### config.mk
export PLATFORM = sky130hd
export DESIGN_NAME = tank_ctrl_multi
export DESIGN_NICKNAME = d
export VERILOG_FILES = /design/src/rtl/tank_ctrl_multi.sv
export SDC_FILE = /design/constraint.sdc
export NUM_CORES = 1
export LEC_CHECK = 0
export CAP_MARGIN = 40
export CORE_ASPECT_RATIO = 0.6
export CORE_MARGIN = 5
export CORE_UTILIZATION = 39
export CTS_BUF_LIST = sky130_fd_sc_hd__clkbuf_4 sky130_fd_sc_hd__clkbuf_8
export DETAILED_ROUTE_END_ITERATION = 12
export SLEW_MARGIN = 20
export SYNTH_ARGS = -nofsm -noshare
export SYNTH_HDL_FRONTEND = slang
export SYNTH_SLANG_ARGS = --single-unit
### constraint.sdc
create_clock -name clk -period 5.9 [get_ports clk]
set_input_delay 0.885 -clock clk [delete_from_list [all_inputs] [get_ports clk]]
set_output_delay 0.885 -clock clk [all_outputs]
set_load 0.01 [all_outputs]
### src/rtl/tank_ctrl_multi.sv
// Tank level controller driving N_PUMPS pumps from two debounced level sensors.
//
// Ports:
//   clk    - system clock, rising-edge active
//   reset  - asynchronous active-low reset
//   I      - lower level sensor (1 = liquid at or above lower mark)
//   S      - upper level sensor (1 = liquid at or above upper mark)
//   B      - pump enables, bit k = pump k on
//   lead   - index of the pump used when the tank is half full
//   fault  - 1 while the debounced sensors are inconsistent (S=1, I=0)
//
// Build option: define TANK_ROTATE_EN to rotate the lead pump on every fill
// completion (HALF/EMPTY -> FULL). Without it the lead is fixed at pump 0.

module tank_ctrl_multi #(
  parameter int unsigned N_PUMPS  = 2,
  parameter int unsigned DEBOUNCE = 4,
  parameter int unsigned MIN_ON   = 8,
  localparam int unsigned LW      = (N_PUMPS > 1) ? $clog2(N_PUMPS) : 1
) (
  input  logic               clk,
  input  logic               reset,
  input  logic               I,
  input  logic               S,
  output logic [N_PUMPS-1:0] B,
  output logic [LW-1:0]      lead,
  output logic               fault
);

  typedef enum logic [1:0] {StFull, StHalf, StEmpty, StFault} state_e;

  localparam logic [7:0] DebLast = 8'(DEBOUNCE - 1);
  localparam logic [7:0] MinOn   = 8'(MIN_ON);

  state_e state_q, state_d;
  logic   id_q, id_d, sd_q, sd_d;
  logic [7:0] cnt_i_q, cnt_i_d, cnt_s_q, cnt_s_d;
  logic [N_PUMPS-1:0][7:0] hold_q, hold_d;
  logic [LW-1:0] lead_q, lead_d;
  logic [N_PUMPS-1:0] req_q, req_d;

  // Pumps requested by a given state; only the lead pump runs when half full.
  function automatic logic [N_PUMPS-1:0] req_of(input state_e st, input logic [LW-1:0] ld);
    logic [N_PUMPS-1:0] r;
    r = '0;
    case (st)
      StHalf:  r = N_PUMPS'(1) << ld;
      StEmpty: r = '1;
      default: r = '0;
    endcase
    return r;
  endfunction

  // Debounce: accept a raw value only after DEBOUNCE consecutive differing edges.
  always_comb begin
    id_d    = id_q;
    cnt_i_d = '0;
    if (I != id_q) begin
      if (cnt_i_q == DebLast) id_d = I;
      else                    cnt_i_d = cnt_i_q + 8'd1;
    end
    sd_d    = sd_q;
    cnt_s_d = '0;
    if (S != sd_q) begin
      if (cnt_s_q == DebLast) sd_d = S;
      else                    cnt_s_d = cnt_s_q + 8'd1;
    end
  end

  // State follows the registered debounced sensors, one edge behind them.
  always_comb begin
    state_d = state_q;
    case ({id_q, sd_q})
      2'b11:   state_d = StFull;
      2'b10:   state_d = StHalf;
      2'b00:   state_d = StEmpty;
      default: state_d = StFault;
    endcase
  end

`ifdef TANK_ROTATE_EN
  // Advance the lead only when a fill completes; FULL->FULL and FAULT->FULL keep it.
  always_comb begin
    lead_d = lead_q;
    if (state_d == StFull && (state_q == StHalf || state_q == StEmpty)) begin
      lead_d = (lead_q == LW'(N_PUMPS - 1)) ? '0 : lead_q + LW'(1);
    end
  end

  always_ff @(posedge clk or negedge reset) begin
    if (!reset) lead_q <= '0;
    else        lead_q <= lead_d;
  end
`else
  assign lead_q = '0;
  assign lead_d = '0;
`endif

  assign req_q = req_of(state_q, lead_q);
  assign req_d = req_of(state_d, lead_d);

  // Hold counters load on a request rising edge (also reloading a still-held
  // pump) and are wiped on FAULT so B drops in the same edge fault rises.
  always_comb begin
    hold_d = hold_q;
    for (int unsigned k = 0; k < N_PUMPS; k++) begin
      if (state_d == StFault)           hold_d[k] = '0;
      else if (req_d[k] && !req_q[k])   hold_d[k] = MinOn;
      else if (hold_q[k] != 8'd0)       hold_d[k] = hold_q[k] - 8'd1;
      else                              hold_d[k] = '0;
    end
  end

  always_ff @(posedge clk or negedge reset) begin
    if (!reset) begin
      state_q <= StFull;
      id_q    <= 1'b1;
      sd_q    <= 1'b1;
      cnt_i_q <= '0;
      cnt_s_q <= '0;
      hold_q  <= '0;
    end else begin
      state_q <= state_d;
      id_q    <= id_d;
      sd_q    <= sd_d;
      cnt_i_q <= cnt_i_d;
      cnt_s_q <= cnt_s_d;
      hold_q  <= hold_d;
    end
  end

  // Moore outputs: registered state, lead and hold counters only.
  always_comb begin
    B = '0;
    for (int unsigned k = 0; k < N_PUMPS; k++) begin
      B[k] = req_q[k] | (hold_q[k] != 8'd0);
    end
  end

  assign lead  = lead_q;
  assign fault = (state_q == StFault);

endmodule
==> flow_summary.yaml <==
drt:
  drt_wl_total_mm: 3.15
  first_pass_iters: 4
  avgViaCountPerCell: 4.70
  ant_nets: 0
  drc: 0
  vias: 1204
  wl_per_cell_um: 12.3
  drtIter0Drc: 71
synth:
  yosysWarnings: 0
  seq_area_frac_synth_pct: 50.1
  synth_seq_cells: 36
  synthTopCellsByArea: "dfrtp_1 (47%), ha_1 (7.6%), nor2_1 (7.1%), xor2_1 (5.3%), xnor2_1 (4.4%)"
  synthesis.area_um2: 1800
  synth_edf_count: 0
  postSynthNetCount: 195
  synth_cell_types: 32
  synthArstFlopShare_pct: 100
  yosys.area.top_type: "dfrtp_1"
  synth_top_cell_area_share_pct: 47.2
  syn_area_per_cell_um2: 10.0
  ys_top_cells_by_count: "dfrtp_1 (34), nor2_1 (34), nand2_1 (12)"
  syn_inst: 180
  synthFlopType: "dfrtp_1"
sta:
  post-route-period-util_pct: 54.0
  rsz0062_at_grt: "no"
  final-hold-violation-count: 0
  whs_ns: 0.441
  fin_skew_ns: 0.00626
  fmax_mhz: 314
  relSlewSlack_pct: 58.6
  fin_crit_ns: 3.18
  worst_slew_pin_slew_ns: 0.616
  finalSetupViolations: 0
  drv_slew: 0
  setup_tns_ns: 0
critical_path:
  critPathSlowestCell: "nor4_1"
  crit_path_max_fanout: 4
  worstSetupEndpointType: "primary output"
  path_cells: "nor4_1 -> nand4b_1 -> or2_2 -> clkdlybuf4s50_1"
  max_stage_delay_ns: 0.58
  arrival_ns: 2.30
  r2r_cells: 6
  worstReg2RegStart: "id_q"
  cp-start-kind: "flip-flop"
  critPathRequiredTime_ns: 5.02
  crit_start: "hold_q[12]"
  worst-setup-path-type: "reg2out"
global_route:
  grt.total_usage_pct: 11.6
  grt_overflow: 0
  grt_pass1_wl_mm: 5.66
  grt_pass1_vias: 1180
  antenna_found_initial: 0
  grt_max_degree: 30
final_layout:
  fillers: 416
  syn_to_final_growth_pct: 14.1
  final_nets: 207
  multi_input_area_um2: 848
  n_antenna_cell: 0
  drive_above_1_share_pct: 10.9
  regArea_um2: 903
floorplanning:
  design.core.area_um2: 4520
  dieArea_um2: 6130
  dieWidth_um: 97.8
  rows: 19
  boundaryPins: 8
  die_height_um: 62.7
  start_util_pct: 39.9
clock_network:
  cts_root_buf: "clkbuf_8"
  cts-resized-gates: 0
  post-cts-setup-buffer-count: 0
  cts.sinks: 36
  cts_tree: "yes"
  cts_buffers: 5
  clock_path_buffers: 2
  hold_buffers: 0
  htree_levels: 2
  clk_pin_slew_worst_paths_ns: 0.07
  clk_latency_ns: 0.29
power_and_ir_drop:
  p_per_area_nw_per_um2: 514
  irDropWorstVdd_mv: 0.182
  power.static_leakage_nw: 0.958
status:
  status: "finished, final reports clean"
placement:
  place_congestion: 0.780
  portBuffers: 6
  hpwl_mm: 2.40
run:
  drv_cap: 0
min_path:
  hold_class: "in2async"
==> placed cells by master (no fill, tap or decap), types with 6 or more instances in the layout <==
master	synthesis	routed
xnor2_1	9	9
nand2_1	12	12
nand3_1	8	8
nor2_1	34	34
ha_1	11	11
a21oi_1	6	6
dfrtp_1	34	34
nor3_1	9	9
inv_1	11	11
xor2_1	11	11
==> final cells by class <==
cell class / count / area share (%)
Inverter: 11 / 2.01
Sequential cell: 36 / 43.9
Timing Repair Buffer: 7 / 3.65
Multi-Input combinational cell: 131 / 41.2
Tap cell: 63 / 3.83
Clock inverter: 2 / 1.70
Clock buffer: 6 / 3.71
==> path summary, 6_finish.rpt <==
check	to	slack (ns)
max reg2reg	hold_q[2]	3.86
min	hold_q[8]	0.44
max	B[1]	2.72
min in group clk	cnt_i_q[0]	0.48
max in group asynchronous	id_q	4.97
min reg2reg	cnt_i_q[0]	0.48
==> through the flow <==
| step | total power, mW | instances | setup WS (ns) | cell area, µm² | utilization [%] |
|---|---|---|---|---|---|
| after global placement | 0.843 | 247 | 3.11 | 1930 | 42.7 |
| final | 1.06 | 256 | 2.72 | 2060 | 45.6 |
| after detailed placement | 0.849 | 248 | 3.06 | 1950 | 43.1 |
| after floorplan | 0.728 | 180 | 3.66 | 1800 | - |
| after global routing | 1.15 | 256 | 2.57 | 2060 | 45.6 |
| after CTS | 1.07 | 256 | 2.74 | 2060 | 45.6 |
==> power by group <==
part           internal, mW  total (mW)  switching, mW
registers             0.327       0.393         0.0661
logic                 0.205       0.449          0.244
clock network         0.130       0.216         0.0863
total                 0.662        1.06          0.397
==> per-layer routing <==
metal	vias to the layer above	part of all wire, %	track usage (%)
met1	557	55	17.3
met2	25	39	15.4
li1	615	-	-
met3	7	4.8	4.24
met4	0	1.3	3.63
met5	-	0	0
==> kinds of logic after synthesis <==
family | Yosys count | synth area share, %
adders and majority gates | 11 | 7.63
DFF | 36 | 50.1
AOI/OAI and AO/OA | 12 | 3.61
muxes | 4 | 2.36
and+or+nand+nor | 83 | 23.5
other | 1 | 0.208
xor gates and xnor gates | 20 | 9.71
buffers and inverters | 13 | 2.91
==> worst max-delay path, delay by kind of cell (launching register included) <==
kind	cells	cell delay (ns)
buffers and inverters	1	0.48
flip-flops	1	0.41
AND/OR/NAND/NOR	3	1.13
==> registers in the layout, summed over array words and instances (netlist names) <==
name and cells:
sd_q 1, id_q 1, cnt_i_q 8, state_q 2, cnt_s_q 8, hold_q 16
(Power assumes the default switching activity.)
